## src/rtl/pipeline_hazard_ctrl_if.sv

```systemverilog
// Hazard-control bundle between the pipeline datapath and the stall/flush sequencer.
// The slave side is the sequencer; the master side is the datapath that feeds it.
interface pipeline_hazard_ctrl_if #(
   parameter int CNT_W = 32
);
   logic [4:0]       id_r1_num;
   logic [4:0]       id_r2_num;
   logic             id_r1_used;
   logic             id_r2_used;
   logic             ex_memtoreg;
   logic             ex_regwrite;
   logic [4:0]       ex_w_num;
   logic             ex_redirect;
   logic             ex_halt_req;
   logic             go;
   logic             pc_hold;
   logic             ifid_hold;
   logic             ifid_flush;
   logic             idex_hold;
   logic             idex_flush;
   logic             halted;
   logic [CNT_W-1:0] cycle_count;
   logic [CNT_W-1:0] stall_count;
   logic [CNT_W-1:0] flush_count;

   modport master (
      output id_r1_num, id_r2_num, id_r1_used, id_r2_used,
      output ex_memtoreg, ex_regwrite, ex_w_num, ex_redirect, ex_halt_req, go,
      input  pc_hold, ifid_hold, ifid_flush, idex_hold, idex_flush, halted,
      input  cycle_count, stall_count, flush_count
   );

   modport slave (
      input  id_r1_num, id_r2_num, id_r1_used, id_r2_used,
      input  ex_memtoreg, ex_regwrite, ex_w_num, ex_redirect, ex_halt_req, go,
      output pc_hold, ifid_hold, ifid_flush, idex_hold, idex_flush, halted,
      output cycle_count, stall_count, flush_count
   );
endinterface

```

## src/rtl/pipeline_hazard_ctrl.sv

```systemverilog
// Stall/flush sequencer for the 5-stage pipeline: load-use stalls, EX redirects and the
// SYSCALL halt/resume sequence, plus saturating cycle/stall/flush counters.

module pipeline_hazard_ctrl_chk (
   input logic clk,
   input logic ifid_hold,
   input logic ifid_flush,
   input logic idex_hold,
   input logic idex_flush
);
   // Hold wins over flush in the pipeline registers, so both at once would silently drop a flush.
   a_ifid_excl: assert property (@(posedge clk) !(ifid_hold && ifid_flush));
   a_idex_excl: assert property (@(posedge clk) !(idex_hold && idex_flush));
endmodule

module pipeline_hazard_ctrl #(
   parameter int CNT_W = 32
) (
   input logic                   clk,
   input logic                   rst,
   pipeline_hazard_ctrl_if.slave bus
);
   typedef enum logic [1:0] {
      ST_RUN    = 2'd0,
      ST_HALT   = 2'd1,
      ST_RESUME = 2'd2
   } state_t;

   localparam logic [CNT_W-1:0] CNT_MAX = {CNT_W{1'b1}};
   localparam logic [CNT_W-1:0] CNT_ONE = CNT_W'(1);

   state_t           state_r;
   state_t           state_nxt_s;
   logic             load_use_s;
   logic             pc_hold_s;
   logic             ifid_hold_s;
   logic             ifid_flush_s;
   logic             idex_hold_s;
   logic             idex_flush_s;
   logic             halted_s;
   logic             cycle_ev_s;
   logic             stall_ev_s;
   logic             flush_ev_s;
   logic [CNT_W-1:0] cycle_count_r;
   logic [CNT_W-1:0] stall_count_r;
   logic [CNT_W-1:0] flush_count_r;

   assign load_use_s = bus.ex_memtoreg & bus.ex_regwrite & (bus.ex_w_num != 5'd0) &
                       ((bus.id_r1_used & (bus.id_r1_num == bus.ex_w_num)) |
                        (bus.id_r2_used & (bus.id_r2_num == bus.ex_w_num)));

   // State register.
   always_ff @(posedge clk) begin
      if (rst) begin
         state_r <= ST_RUN;
      end else begin
         state_r <= state_nxt_s;
      end
   end

   // Next state, same-cycle hold/flush controls and counter events.
   always_comb begin
      state_nxt_s  = state_r;
      pc_hold_s    = 1'b0;
      ifid_hold_s  = 1'b0;
      ifid_flush_s = 1'b0;
      idex_hold_s  = 1'b0;
      idex_flush_s = 1'b0;
      halted_s     = 1'b0;
      cycle_ev_s   = 1'b0;
      stall_ev_s   = 1'b0;
      flush_ev_s   = 1'b0;
      if (rst) begin
         ifid_flush_s = 1'b1;
         idex_flush_s = 1'b1;
      end else begin
         case (state_r)
            ST_RUN: begin
               cycle_ev_s = 1'b1;
               // A halting SYSCALL freezes everything, even a redirect behind it.
               if (bus.ex_halt_req) begin
                  pc_hold_s   = 1'b1;
                  ifid_hold_s = 1'b1;
                  idex_hold_s = 1'b1;
                  state_nxt_s = ST_HALT;
               end else if (bus.ex_redirect) begin
                  ifid_flush_s = 1'b1;
                  idex_flush_s = 1'b1;
                  flush_ev_s   = 1'b1;
               end else if (load_use_s) begin
                  pc_hold_s    = 1'b1;
                  ifid_hold_s  = 1'b1;
                  idex_flush_s = 1'b1;
                  stall_ev_s   = 1'b1;
               end else begin
                  state_nxt_s = ST_RUN;
               end
            end
            ST_HALT: begin
               pc_hold_s   = 1'b1;
               ifid_hold_s = 1'b1;
               idex_hold_s = 1'b1;
               halted_s    = 1'b1;
               if (bus.go) begin
                  state_nxt_s = ST_RESUME;
               end else begin
                  state_nxt_s = ST_HALT;
               end
            end
            ST_RESUME: begin
               // Squash the SYSCALL still sitting in ID/EX.
               idex_flush_s = 1'b1;
               cycle_ev_s   = 1'b1;
               state_nxt_s  = ST_RUN;
            end
            default: begin
               state_nxt_s = ST_RUN;
            end
         endcase
      end
   end

   // Saturating performance counters.
   always_ff @(posedge clk) begin
      if (rst) begin
         cycle_count_r <= '0;
         stall_count_r <= '0;
         flush_count_r <= '0;
      end else begin
         if (cycle_ev_s && (cycle_count_r != CNT_MAX)) cycle_count_r <= cycle_count_r + CNT_ONE;
         if (stall_ev_s && (stall_count_r != CNT_MAX)) stall_count_r <= stall_count_r + CNT_ONE;
         if (flush_ev_s && (flush_count_r != CNT_MAX)) flush_count_r <= flush_count_r + CNT_ONE;
      end
   end

   assign bus.pc_hold     = pc_hold_s;
   assign bus.ifid_hold   = ifid_hold_s;
   assign bus.ifid_flush  = ifid_flush_s;
   assign bus.idex_hold   = idex_hold_s;
   assign bus.idex_flush  = idex_flush_s;
   assign bus.halted      = halted_s;
   assign bus.cycle_count = cycle_count_r;
   assign bus.stall_count = stall_count_r;
   assign bus.flush_count = flush_count_r;

   pipeline_hazard_ctrl_chk u_chk (
      .clk        (clk),
      .ifid_hold  (ifid_hold_s),
      .ifid_flush (ifid_flush_s),
      .idex_hold  (idex_hold_s),
      .idex_flush (idex_flush_s)
   );
endmodule

```

## src/flat_wrapper.sv

```systemverilog
// flat-port wrapper written by rule: the top's interface ports become plain ports
module pipeline_hazard_ctrl_flat 
#(
   parameter int CNT_W = 32
)
  (clk, rst, bus_id_r1_num, bus_id_r2_num, bus_id_r1_used, bus_id_r2_used, bus_ex_memtoreg, bus_ex_regwrite, bus_ex_w_num, bus_ex_redirect, bus_ex_halt_req, bus_go, bus_pc_hold, bus_ifid_hold, bus_ifid_flush, bus_idex_hold, bus_idex_flush, bus_halted, bus_cycle_count, bus_stall_count, bus_flush_count);
  pipeline_hazard_ctrl_if #(.CNT_W(CNT_W)) bus_i ();
  input logic clk;
  input logic rst;
  input wire logic [$bits(bus_i.id_r1_num)-1:0] bus_id_r1_num;
  input wire logic [$bits(bus_i.id_r2_num)-1:0] bus_id_r2_num;
  input wire logic [$bits(bus_i.id_r1_used)-1:0] bus_id_r1_used;
  input wire logic [$bits(bus_i.id_r2_used)-1:0] bus_id_r2_used;
  input wire logic [$bits(bus_i.ex_memtoreg)-1:0] bus_ex_memtoreg;
  input wire logic [$bits(bus_i.ex_regwrite)-1:0] bus_ex_regwrite;
  input wire logic [$bits(bus_i.ex_w_num)-1:0] bus_ex_w_num;
  input wire logic [$bits(bus_i.ex_redirect)-1:0] bus_ex_redirect;
  input wire logic [$bits(bus_i.ex_halt_req)-1:0] bus_ex_halt_req;
  input wire logic [$bits(bus_i.go)-1:0] bus_go;
  output wire logic [$bits(bus_i.pc_hold)-1:0] bus_pc_hold;
  output wire logic [$bits(bus_i.ifid_hold)-1:0] bus_ifid_hold;
  output wire logic [$bits(bus_i.ifid_flush)-1:0] bus_ifid_flush;
  output wire logic [$bits(bus_i.idex_hold)-1:0] bus_idex_hold;
  output wire logic [$bits(bus_i.idex_flush)-1:0] bus_idex_flush;
  output wire logic [$bits(bus_i.halted)-1:0] bus_halted;
  output wire logic [$bits(bus_i.cycle_count)-1:0] bus_cycle_count;
  output wire logic [$bits(bus_i.stall_count)-1:0] bus_stall_count;
  output wire logic [$bits(bus_i.flush_count)-1:0] bus_flush_count;
  assign bus_i.id_r1_num = bus_id_r1_num;
  assign bus_i.id_r2_num = bus_id_r2_num;
  assign bus_i.id_r1_used = bus_id_r1_used;
  assign bus_i.id_r2_used = bus_id_r2_used;
  assign bus_i.ex_memtoreg = bus_ex_memtoreg;
  assign bus_i.ex_regwrite = bus_ex_regwrite;
  assign bus_i.ex_w_num = bus_ex_w_num;
  assign bus_i.ex_redirect = bus_ex_redirect;
  assign bus_i.ex_halt_req = bus_ex_halt_req;
  assign bus_i.go = bus_go;
  assign bus_pc_hold = bus_i.pc_hold;
  assign bus_ifid_hold = bus_i.ifid_hold;
  assign bus_ifid_flush = bus_i.ifid_flush;
  assign bus_idex_hold = bus_i.idex_hold;
  assign bus_idex_flush = bus_i.idex_flush;
  assign bus_halted = bus_i.halted;
  assign bus_cycle_count = bus_i.cycle_count;
  assign bus_stall_count = bus_i.stall_count;
  assign bus_flush_count = bus_i.flush_count;
  pipeline_hazard_ctrl #(.CNT_W(CNT_W)) u_core (.clk(clk), .rst(rst), .bus(bus_i));
endmodule
```

## config.mk

```make
export PLATFORM = sky130hd
export DESIGN_NAME = pipeline_hazard_ctrl_flat
export DESIGN_NICKNAME = d
export VERILOG_FILES = /design/src/rtl/pipeline_hazard_ctrl_if.sv /design/src/rtl/pipeline_hazard_ctrl.sv /design/src/flat_wrapper.sv
export SDC_FILE = /design/constraint.sdc
export NUM_CORES = 1
export LEC_CHECK = 0
export BUFFER_PORTS_ARGS = -buffer_cell sky130_fd_sc_hd__buf_2
export CORE_MARGIN = 2
export CORE_UTILIZATION = 44
export DETAILED_ROUTE_END_ITERATION = 8
export GPL_TIMING_DRIVEN = 1
export PLACE_DENSITY = 0.76
export SYNTH_ARGS = -nofsm -noshare
export SYNTH_HDL_FRONTEND = slang
export SYNTH_SLANG_ARGS = --single-unit
export TNS_END_PERCENT = 20
```

## constraint.sdc

```tcl
create_clock -name clk -period 4.6 [get_ports clk]
set_input_delay 0.92 -clock clk [delete_from_list [all_inputs] [get_ports clk]]
set_output_delay 0.92 -clock clk [all_outputs]
set_load 0.03 [all_outputs]
```

Word level (Yosys, flattened, before mapping)
Index checks and enable logic that the tools add are counted. Widths: inputs -> output; s select.

Add/subtract/negate cells: 3. Multiplexer cells: 29. Reductions and logical operators: 7. Eq/ne operators: 9. Bitwise logic cells: 6.

Operator list (number): $add 32x1->32 const B (3); $ne 32x32->1 const B (3); $mux 1 (21); $eq 5x5->1 (2); $mux 2 (4); $ne 3x3->1 const B (2); $pmux 1 s2 (3); $and 1x1->1 (5); $reduce_bool 5->1 (1); $pmux 2 s2 (1); $logic_and 1x1->1 (3); $eq 2x1->1 const B (1); $eq 2x2->1 const B (1); $logic_not 2->1 (1); $reduce_and 2->1 (1); $reduce_or 2->1 (1); $or 1x1->1 (1).

Output and inout bits: 102. Bits in registers: 98.

Depth between registers and ports, before layout
Gate-level depths: netlist of the first run.

Depth in word-level cells: 10. Gate-level depth with buffers: 8. Gate-level depth less buffers: 7.

Worst setup path after synthesis of the first run
No wires, ideal clock.

Path kind: input to output. From: in bus_ex_w_num[1]. To: out bus_pc_hold. Buffers on the path: 1. Slack: 992 ps. Stages on the path: 6. Data arrival time: 2688 ps. Cells stage by stage: xnor2_1 > nand4_1 > o22ai_1 > a31oi_1 > nor3_1 > buf_4.

Longest elaborated chain between the ends: 9.

RTL lines: start: declaration (line flat_wrapper.sv:16) `input wire logic [$bits(bus_i.ex_w_num)-1:0] bus_ex_w_num;`; $eq 5x5->1 (on tied branches) (line pipeline_hazard_ctrl.sv:49, pipeline_hazard_ctrl.sv:50); $and 1x1->1 (on tied branches) (line pipeline_hazard_ctrl.sv:49, pipeline_hazard_ctrl.sv:50); $or 1x1->1 (line pipeline_hazard_ctrl.sv:49) `((bus.id_r1_used & (bus.id_r1_num == bus.ex_w_num)) |`; $and 1x1->1 * (line pipeline_hazard_ctrl.sv:48) `assign load_use_s = bus.ex_memtoreg & bus.ex_regwrite & (bus.ex_w_num != 5'd0) &`; $mux 1 * (3 in a row); $pmux 1 s2 *; $mux 1 *; end: declaration (line flat_wrapper.sv:20) `output wire logic [$bits(bus_i.pc_hold)-1:0] bus_pc_hold;`.

Every way passes the cells marked *; elsewhere a longest branch is shown, timed or not.

Final worst setup path of the first run
From: in bus_ex_w_num[1]. To: out bus_ifid_hold.

Longest elaborated chain between the ends: 9.

RTL lines: $eq 5x5->1 (on tied branches) (line pipeline_hazard_ctrl.sv:49, pipeline_hazard_ctrl.sv:50); $and 1x1->1 (on tied branches) (line pipeline_hazard_ctrl.sv:49, pipeline_hazard_ctrl.sv:50); $or 1x1->1 (line pipeline_hazard_ctrl.sv:49); $and 1x1->1 * (line pipeline_hazard_ctrl.sv:48); $mux 1 * (line pipeline_hazard_ctrl.sv:90) `end else if (load_use_s) begin`; $mux 1 * (line pipeline_hazard_ctrl.sv:86) `end else if (bus.ex_redirect) begin`; $mux 1 * (line pipeline_hazard_ctrl.sv:81) `if (bus.ex_halt_req) begin`; $pmux 1 s2 * (line pipeline_hazard_ctrl.sv:77) `case (state_r)`; $mux 1 * (line pipeline_hazard_ctrl.sv:73) `if (rst) begin`; end: declaration (line flat_wrapper.sv:21) `output wire logic [$bits(bus_i.ifid_hold)-1:0] bus_ifid_hold;`.

Marks and branches as above.

==> results of run 1 <==
## worst max path at each step
stage | start | to | slack (ns) | depth (start not counted)
finish | bus_ex_w_num[1] | bus_ifid_hold | 1.06 | 7
global placement | bus_ex_w_num[1] | bus_pc_hold | 1.20 | 7
floorplan | bus_ex_w_num[1] | bus_pc_hold | 0.99 | 6
global route | bus_ex_w_num[4] | bus_pc_hold | 0.92 | 7
detailed placement | bus_ex_w_num[1] | bus_ifid_hold | 1.08 | 7
CTS | bus_ex_w_num[1] | bus_ifid_hold | 1.06 | 7
## per-layer routing
layer	vias up	part of all wire
met1	2240	0.46
met2	137	0.47
met4	0	0.016
met5	-	0
met3	17	0.059
li1	2338	-
## placed cells by master, fill, tap and decap left out, drive strengths merged, types with 3 or more instances in the layout
master / synthesis / final
a211oi: 3 / 3
a21oi: 34 / 34
a31oi: 3 / 3
and2: 8 / 8
and3: 12 / 12
and4: 8 / 8
buf: 6 / 127
clkbuf: 12 / 12
dfxtp: 98 / 98
ha: 3 / 3
inv: 13 / 13
mux2: 3 / 3
nand2: 42 / 42
nand3: 38 / 38
nand4: 43 / 43
nor2: 79 / 79
nor3: 12 / 12
nor4: 9 / 9
o21ai: 24 / 24
o31ai: 8 / 8
or2: 4 / 4
or3: 27 / 27
or4: 10 / 10
xnor2: 20 / 20
xor2: 46 / 46
## synthesized netlist by cell type (7+ instances only)
cell,number
a21oi_1,34
and2_1,8
and3_1,11
clkbuf_1,12
dfxtp_1,98
inv_1,13
nand2_1,42
nand3_1,38
nand4_1,42
nor2_1,79
nor3_1,12
nor4_1,7
o21ai_0,24
o31ai_1,8
or3_1,26
or4_1,10
xnor2_1,20
xor2_1,46
## critical path, stage by stage
cell and delay (ns):
buf_2 0.13, xnor2_1 0.18, nand4_1 0.13, o22ai_1 0.62, a31oi_1 0.20, nor3_1 0.20
buf_2 0.24
## final cells by class
class                           instances  share of cell area
Clock buffer                           12              0.0233
Clock inverter                          4              0.0132
Inverter                               13             0.00842
Multi-Input combinational cell        455               0.476
Sequential cell                        98               0.339
Tap cell                              140              0.0302
Timing Repair Buffer                  127               0.111
## stage by stage
stage               worst slack [ns]  cells  power [mW]   util  hold WS, ns
detailed placement              1.08    833       0.970  0.517        0.488
finish                          1.06    849        1.55  0.537        0.494
CTS                             1.06    849        1.57  0.537        0.499
floorplan                      0.992    584       0.937      -        0.498
global route                   0.919    849        1.61  0.537        0.530
global placement                1.20    833       0.967  0.517        0.481
## sequential cells by signal, summed over array words and instances, names as in the netlist
| signal | cells |
|---|---|
| u_core.bus.cycle_count | 32 |
| u_core.bus.flush_count | 32 |
| u_core.bus.stall_count | 32 |
| u_core.state_r | 2 |
## where the power goes
group          leakage, nW  switching (mW)  internal [mW]  total (mW)
clock                0.101           0.290          0.308       0.598
sequential           0.790         0.00670          0.853       0.860
combinational         1.40          0.0600         0.0306      0.0906
## cell families after synthesis
kind of cell | Yosys count | share of synthesized area
AOI/OAI and AO/OA | 84 | 0.104
xor gates and xnor gates | 66 | 0.119
adders and majority gates | 3 | 0.00775
buffers and inverters | 31 | 0.0256
DFF | 98 | 0.405
muxes | 5 | 0.0111
and+or+nand+nor | 297 | 0.328
==> results.txt, run 1 <==
Top post-synthesis cells by area -> dfxtp_1 (41%), xor2_1 (8.3%), nor2_1 (6.1%)
Antenna violations before repair -> 0
Cts bufs inserted -> 9
Layout filler cell count -> 1,011
Seq/Total Area, Yosys -> 0.405
PostCTS Resize Cnt -> 0
CP Class -> in -> out
Post-synth top area cell -> dfxtp_1
Status -> finished clean
Post-Syn Area -> 4840 um^2
DIE AREA -> 11,900 um^2
Buffers on Ports -> 125
Worst min-delay path startpoint -> u_core.bus.stall_count[31]
Storage element area -> 1960 um^2
Core Area -> 10,800 um^2
Final hold viol count -> 0
DRC -> 0
Final Max Slew Viols -> 0
Vias in the first global route -> 4,219
Hold Path Stages -> 1
MaxCap Viol Count -> 0
TritonCTS clock tree -> built
Vias per cell -> 5.57
Reg2reg end -> u_core.bus.stall_count[22]
DR WL/cell -> 14.3 um
Fraction of layout cells with a size suffix above 1 -> 0.224
Critical Path Fanout Max -> 8
Worst Reg-to-Reg Cells -> 7
Finished Cell Area -> 5800 um^2
Final min period -> 3.54 ns
Synth-to-layout area growth -> 19.7%
DIE HEIGHT -> 109 um
Hold buffers post-CTS -> 0
Remaining Overflow, GRT -> 0
Worst R2R Setup Slack -> 1.85 ns
WL final -> 12,100 um
EDFF count, synth -> 0
M1 GR Usage -> 0.272
Largest net degree at the start of global routing -> 49
Htree depth -> 3
First-pass GRT wire length -> 19,800 um
CP required -> 3.68 ns
Yosys reg bits -> 98
Global routing met2 resource utilization -> 0.336
Syn_nets -> 611
Clock skew -> 0.00920 ns
Worst skew pair latency -> 0.36 ns
RSZ-0062 raised after global routing -> no
Area occupied by multi-input gates -> 2760 um^2
Nets -> 731
Clk buf depth -> 2
Synth warn -> 0
GRT met3 Usage -> 0.0395
FF-to-FF Start -> u_core.bus.stall_count[0]
Data arrival, critical path -> 2.62 ns
Clk slew on worst S/H paths -> 0.08 ns
LEAKAGE -> 2.29 nW
Num rows -> 38
Postcts setup bufs -> 0
Routability cong. -> 0.849
First-iteration detailed-routing DRC count -> 271
Vias post-DR -> 4,732
Ys async rst share -> 0
Final setup fails -> 0
Drt pass-1 iters -> 5
Final period utilization -> 0.769
Chip Width -> 109 um
Crit start category -> input pin
Hold path endpoint -> u_core.bus.stall_count[31]
Post-synth cell types -> 53
Setup crit end kind -> primary output
PwrDens -> 267 nW/um^2
Worst slew pin tran -> 0.760 ns
Max transition margin -> 0.493
Routed Antenna Nets -> 0
GRT Total Usage -> 0.206
I/O pins -> 126
Worst VDD drop -> 0.000136 V
Hpwl dp -> 9090 um
Root buffer cell -> clkbuf_8
Fin Setup TNS -> 0 ns
Busiest layer in global routing -> met2
Clock sinks -> 98
Fmax -> 0.283 GHz
HP Class -> reg -> reg
Starting Density -> 0.449
Number of diodes -> 0
Top_reg_cell synth -> dfxtp_1
Avg Inst Size Synth -> 8.29 um^2
Yosys top cell area share -> 0.405
DP Area -> 5580 um^2
Synth Instances -> 584
No activity file was read; power rests on OpenSTA's default activity.
==> run 2: changes to the inputs <==
==> constraint.sdc (replaced) <==
create_clock -name clk -period 3.64 [get_ports clk]
set_input_delay 0.728 -clock clk [delete_from_list [all_inputs] [get_ports clk]]
set_output_delay 0.728 -clock clk [all_outputs]
set_load 0.03 [all_outputs]
==> results.txt, run 2 (synthesized netlist as in run 1, its figures left out) <==
Status -> finished clean
Drt pass-1 iters -> 4 (-1)
Htree depth -> 3 (unchanged)
Antenna violations before repair -> 0 (unchanged)
RSZ-0062 raised after global routing -> no
Fmax -> 0.342 GHz
Root buffer cell -> clkbuf_8
DP Area -> 5590 um^2 (+0.13%)
Clk slew on worst S/H paths -> 0.10 ns (+0.02 ns)
Clock skew -> 0.00564 ns (-0.00356 ns)
Largest net degree at the start of global routing -> 50 (+2.0%)
Crit start category -> input pin
I/O pins -> 126 (unchanged)
PwrDens -> 322 nW/um^2 (+21%)
DIE HEIGHT -> 109 um (unchanged)
Data arrival, critical path -> 2.19 ns (-0.43 ns)
Fraction of layout cells with a size suffix above 1 -> 0.230 (+0.00532)
DIE AREA -> 11,900 um^2 (unchanged)
Vias per cell -> 5.59 (+0.26%)
Remaining Overflow, GRT -> 0 (unchanged)
First-iteration detailed-routing DRC count -> 202 (-25%)
Setup crit end kind -> primary output
Critical Path Fanout Max -> 3 (-5)
TritonCTS clock tree -> built
Max transition margin -> 0.513 (+0.0197)
WL final -> 12,600 um (+4.2%)
DRC -> 0 (unchanged)
Vias in the first global route -> 4,413 (+4.6%)
Finished Cell Area -> 5770 um^2 (-0.48%)
Postcts setup bufs -> 0 (unchanged)
Final Max Slew Viols -> 0 (unchanged)
Layout filler cell count -> 1,019 (+0.79%)
CP Class -> in -> out
Hpwl dp -> 9290 um (+2.3%)
Worst skew pair latency -> 0.38 ns (+0.02 ns)
Routability cong. -> 0.861 (+1.5%)
Clk buf depth -> 2 (unchanged)
Synth-to-layout area growth -> 19.1%
Worst VDD drop -> 0.000217 V (+60%)
CP required -> 2.91 ns (-0.77 ns)
Clock sinks -> 98 (unchanged)
Final period utilization -> 0.802
Starting Density -> 0.449 (unchanged)
Num rows -> 38 (unchanged)
Cts bufs inserted -> 9 (unchanged)
LEAKAGE -> 2.28 nW (-0.24%)
Routed Antenna Nets -> 0 (unchanged)
Hold WS -> 0.519 ns (+0.0245 ns)
Final hold viol count -> 0 (unchanged)
Vias post-DR -> 4,750 (+0.38%)
Fin Setup TNS -> 0 ns (unchanged)
Most common cell after layout, fill and taps aside -> buf_2
Number of diodes -> 0 (unchanged)
Final min period -> 2.92 ns
Nets -> 732 (+0.14%)
Chip Width -> 109 um (unchanged)
Commonest non-fill, non-tap cells in the layout -> buf_2 (125), dfxtp_1 (98), nor2_1 (79)
DR WL/cell -> 14.9 um (+4.1%)
Final setup fails -> 0 (unchanged)
Hold buffers post-CTS -> 0 (unchanged)
Worst slew pin tran -> 0.727 ns (-0.0330 ns)
First-pass GRT wire length -> 20,200 um (+2.3%)
HP Class -> reg -> reg
GRT Total Usage -> 0.212 (+0.00619)
MaxCap Viol Count -> 0 (unchanged)
Core Area -> 10,800 um^2 (unchanged)
PostCTS Resize Cnt -> 0 (unchanged)
Buffers on Ports -> 125 (unchanged)
-- run 2: cell types whose count changed in the layout (fill, tap and decap cells not counted), sizes merged --
cell / before / now
clkbuf: 12 / 9
clkinv: 1 / 4
bufinv: 2 / 0
inv: 13 / 15
buf: 127 / 128
-- run 2: where the power goes --
part	internal (mW)	switching, mW	leakage, nW
logic	0.0391	0.0751	1.40
clock network	0.253	0.406	0.0900
registers	1.08	0.00838	0.790
-- run 2: per-stage QoR --
stage / utilization / total power, mW / cells / setup WS, ns
final: 0.534 / 1.86 / 850 / 0.719
after global routing: 0.534 / 1.93 / 850 / 0.586
after CTS: 0.534 / 1.88 / 850 / 0.695
after detailed placement: 0.518 / 1.23 / 834 / 0.532
after global placement: 0.518 / 1.22 / 834 / 0.696
after floorplan: - / 1.18 / 584 / 0.416
-- run 2: worst paths after layout --
| check | from | to | slack [ns] | cells past startpoint |
|---|---|---|---|---|
| worst max register to register | u_core.bus.stall_count[0] | u_core.bus.stall_count[22] | 0.91 | 7 |
| worst min-delay path | u_core.bus.flush_count[27] | u_core.bus.flush_count[27] | 0.52 | 2 |
| worst min register to register | u_core.bus.flush_count[27] | u_core.bus.flush_count[27] | 0.52 | 2 |
| worst max-delay path | bus_ex_w_num[0] | bus_pc_hold | 0.72 | 6 |
-- run 2: layer usage --
| metal | up-vias | wire length [um] | GRT usage |
|---|---|---|---|
| met2 | 158 | 5830 | 0.342 |
| met5 | - | 0 | 0 |
| met3 | 25 | 779 | 0.0430 |
| met4 | 0 | 291 | 0.104 |
| li1 | 2345 | - | - |
| met1 | 2222 | 5720 | 0.271 |
-- run 2: area by class of cell --
type	instances	area, um^2	area share
clock buffers	9	124	0.0215
clock inverters	7	52.6	0.00911
inverters	13	48.8	0.00846
multi-input cells	455	2760	0.478
flip-flops and latches	98	1960	0.340
well taps	140	175	0.0304
repair buffers	128	648	0.112
-- run 2: worst max-delay path: stages --
cell	delay [ns]
buf_2	0.12
or4_1	0.58
o211a_1	0.26
a31oi_1	0.19
nor3_1	0.10
buf_2	0.21
==> run 3: changes to the inputs <==
==> constraint.sdc (replaced) <==
create_clock -name clk -period 2.77 [get_ports clk]
set_input_delay 0.554 -clock clk [delete_from_list [all_inputs] [get_ports clk]]
set_output_delay 0.554 -clock clk [all_outputs]
set_load 0.03 [all_outputs]
==> results.txt, run 3 (synthesized netlist as in run 1, its figures left out) <==
Status -> finished clean
Routability cong. -> 0.832 (-3.3%)
Setup crit end kind -> primary output
Htree depth -> 3 (unchanged)
Clk pwr share -> 0.366 (+0.012)
Critical Path Fanout Max -> 3 (unchanged)
M1 GR Usage -> 0.268 (-0.00336)
Starting Density -> 0.449 (unchanged)
Busiest layer in global routing -> met2
HP Class -> in -> reg
Remaining Overflow, GRT -> 0 (unchanged)
Worst slew pin tran -> 0.715 ns (-0.0117 ns)
Max incr delay on CP -> 0.54 ns (-0.04 ns)
Final Core Density -> 0.540 (+0.00580)
Worst Reg-to-Reg Cells -> 7 (unchanged)
Nets -> 736 (+0.55%)
GRT Total Usage -> 0.208 (-0.00415)
Worst min-delay path startpoint -> bus_go
FF-to-FF Start -> u_core.bus.stall_count[2]
PwrDens -> 427 nW/um^2 (+33%)
Commonest non-fill, non-tap cells in the layout -> buf_2 (125), dfxtp_1 (98), nor2_1 (79)
Reg2reg end -> u_core.bus.stall_count[23]
Routed Antenna Nets -> 0 (unchanged)
Root buffer cell -> clkbuf_8
GRT met3 Usage -> 0.0442 (+0.00120)
DR WL/cell -> 14.5 um (-2.4%)
Global routing met2 resource utilization -> 0.345 (+0.00311)
Core Area -> 10,800 um^2 (unchanged)
Most common cell after layout, fill and taps aside -> buf_2
Crit path cell chain -> buf_2 -> or4_1 -> o211a_1 -> a31oi_1 -> nor3_2 -> buf_2
TritonCTS clock tree -> built
Clock sinks -> 98 (unchanged)
Hold Path Stages -> 2 (unchanged)
Fraction of layout cells with a size suffix above 1 -> 0.234 (+0.00432)
Cts bufs inserted -> 9 (unchanged)
Hold WS -> 0.382 ns (-0.137 ns)
DIE HEIGHT -> 109 um (unchanged)
RSZ-0062 raised after global routing -> no
Postcts setup bufs -> 0 (unchanged)
Data arrival, critical path -> 1.98 ns (-0.21 ns)
Worst VDD drop -> 0.000223 V (+2.5%)
Chip Width -> 109 um (unchanged)
Vias in the first global route -> 4,378 (-0.79%)
Vias per cell -> 5.59 (about the same)
Worst R2R Setup Slack -> 0.29 ns (-0.62 ns)
Largest net degree at the start of global routing -> 104 (+110%)
Max transition margin -> 0.521 (+0.00781)
Final Max Slew Viols -> 0 (unchanged)
Slowest stage cell, crit path -> or4_1
Hpwl dp -> 9080 um (-2.3%)
Flop pwr share -> 0.573 (-0.011)
LEAKAGE -> 2.32 nW (+1.4%)
Final period utilization -> 0.916
Fin Setup TNS -> 0 ns (unchanged)
Num rows -> 38 (unchanged)
Clk buf depth -> 2 (unchanged)
Worst skew pair latency -> 0.37 ns (about the same)
Final setup fails -> 0 (unchanged)
Sw power -> 620 uW (+27%)
Sw Share -> 0.249 (-0.0144)
Final hold viol count -> 0 (unchanged)
Buffers on Ports -> 125 (unchanged)
Final min period -> 2.54 ns
CP Class -> in -> out
Comb pwr share -> 0.061 (about the same)
Number of diodes -> 0 (unchanged)
Vias post-DR -> 4,777 (+0.57%)
I/O pins -> 126 (unchanged)
Pint -> 1.87 mW (+37%)
Antenna violations before repair -> 0 (unchanged)
Synth-to-layout area growth -> 20.4%
CP required -> 2.22 ns (-0.69 ns)
Crit start category -> input pin
MaxCap Viol Count -> 0 (unchanged)
Hold path endpoint -> u_core.state_r[0]
Fmax -> 0.394 GHz
DIE AREA -> 11,900 um^2 (unchanged)
First-pass GRT wire length -> 20,000 um (-1.2%)
First-iteration detailed-routing DRC count -> 253 (+25%)
Clk slew on worst S/H paths -> 0.09 ns (about the same)
Clock skew -> 0.0105 ns (+0.00482 ns)
Drt pass-1 iters -> 5 (+1)
DRC -> 0 (unchanged)
WL final -> 12,400 um (-1.9%)
Critical Path Most Common Cell -> buf_2
==> run 3: cell types whose count changed in the layout (fill, tap and decap cells not counted), sizes merged <==
cell,previous run,this run
buf,128,132
clkbuf,9,13
clkinv,4,1
inv,15,14
==> run 3: worst max-delay path: cells and delay by family <==
kind,cells,cell delay [ns]
AOI/OAI and AO/OA,2,0.50
and+or+nand+nor,2,0.60
buffers and inverters,2,0.32
==> run 3: routing by layer <==
metal | routed length, um | up-vias
li1 | - | 2353
met1 | 5520 | 2265
met2 | 5900 | 144
met3 | 796 | 15
met4 | 161 | 0
met5 | 0 | -
==> run 3: area by class of cell <==
type	count	area (um^2)
Clock buffer	13	169
Clock inverter	3	21.3
Fill cell	1004	4960
Inverter	13	48.8
Multi-Input combinational cell	455	2760
Sequential cell	98	1960
Tap cell	140	175
Timing Repair Buffer	132	691
==> run 3: worst max path at each step <==
stage / start / endpoint / slack, ns / depth (start not counted)
finish: bus_ex_w_num[0] / bus_ifid_hold / 0.23 / 6
floorplan: bus_ex_w_num[1] / bus_pc_hold / 0.19 / 6
detailed placement: bus_ex_w_num[0] / u_core.bus.stall_count[30] / -0.03 / 8
global route: u_core.bus.stall_count[0] / u_core.bus.stall_count[18] / 0.08 / 8
CTS: u_core.bus.stall_count[0] / u_core.bus.stall_count[18] / 0.19 / 8
global placement: bus_ex_w_num[3] / u_core.bus.stall_count[30] / 0.03 / 8
==> run 3: timing repair <==
action / 4_1_cts / 5_1_grt
setup endpoints to repair: 0 / 2
endpoints found under the hold margin: 0 / 0
resized for setup: 0 / 1
hold buffers: 0 / 0
==> run 3: power by group through the flow <==
stage / registers, mW / clock network, mW / logic, mW
after global placement: 1.46 / 0 / 0.150
after floorplan: 1.47 / 0 / 0.0844
after CTS: 1.43 / 0.940 / 0.153
final: 1.43 / 0.913 / 0.152
after detailed placement: 1.46 / 0 / 0.153
after global routing: 1.43 / 0.993 / 0.168
==> run 3: metrics by stage <==
step / instances / setup WS, ns / total power, mW / area, um^2
2_1_floorplan: 584 / 0.188 / 1.56 / 4850
3_3_place_gp: 838 / 0.0252 / 1.61 / 5640
3_5_place_dp: 838 / -0.0314 / 1.61 / 5640
4_1_cts: 854 / 0.193 / 2.52 / 5830
5_1_grt: 854 / 0.0774 / 2.59 / 5830
6_report: 854 / 0.233 / 2.49 / 5830
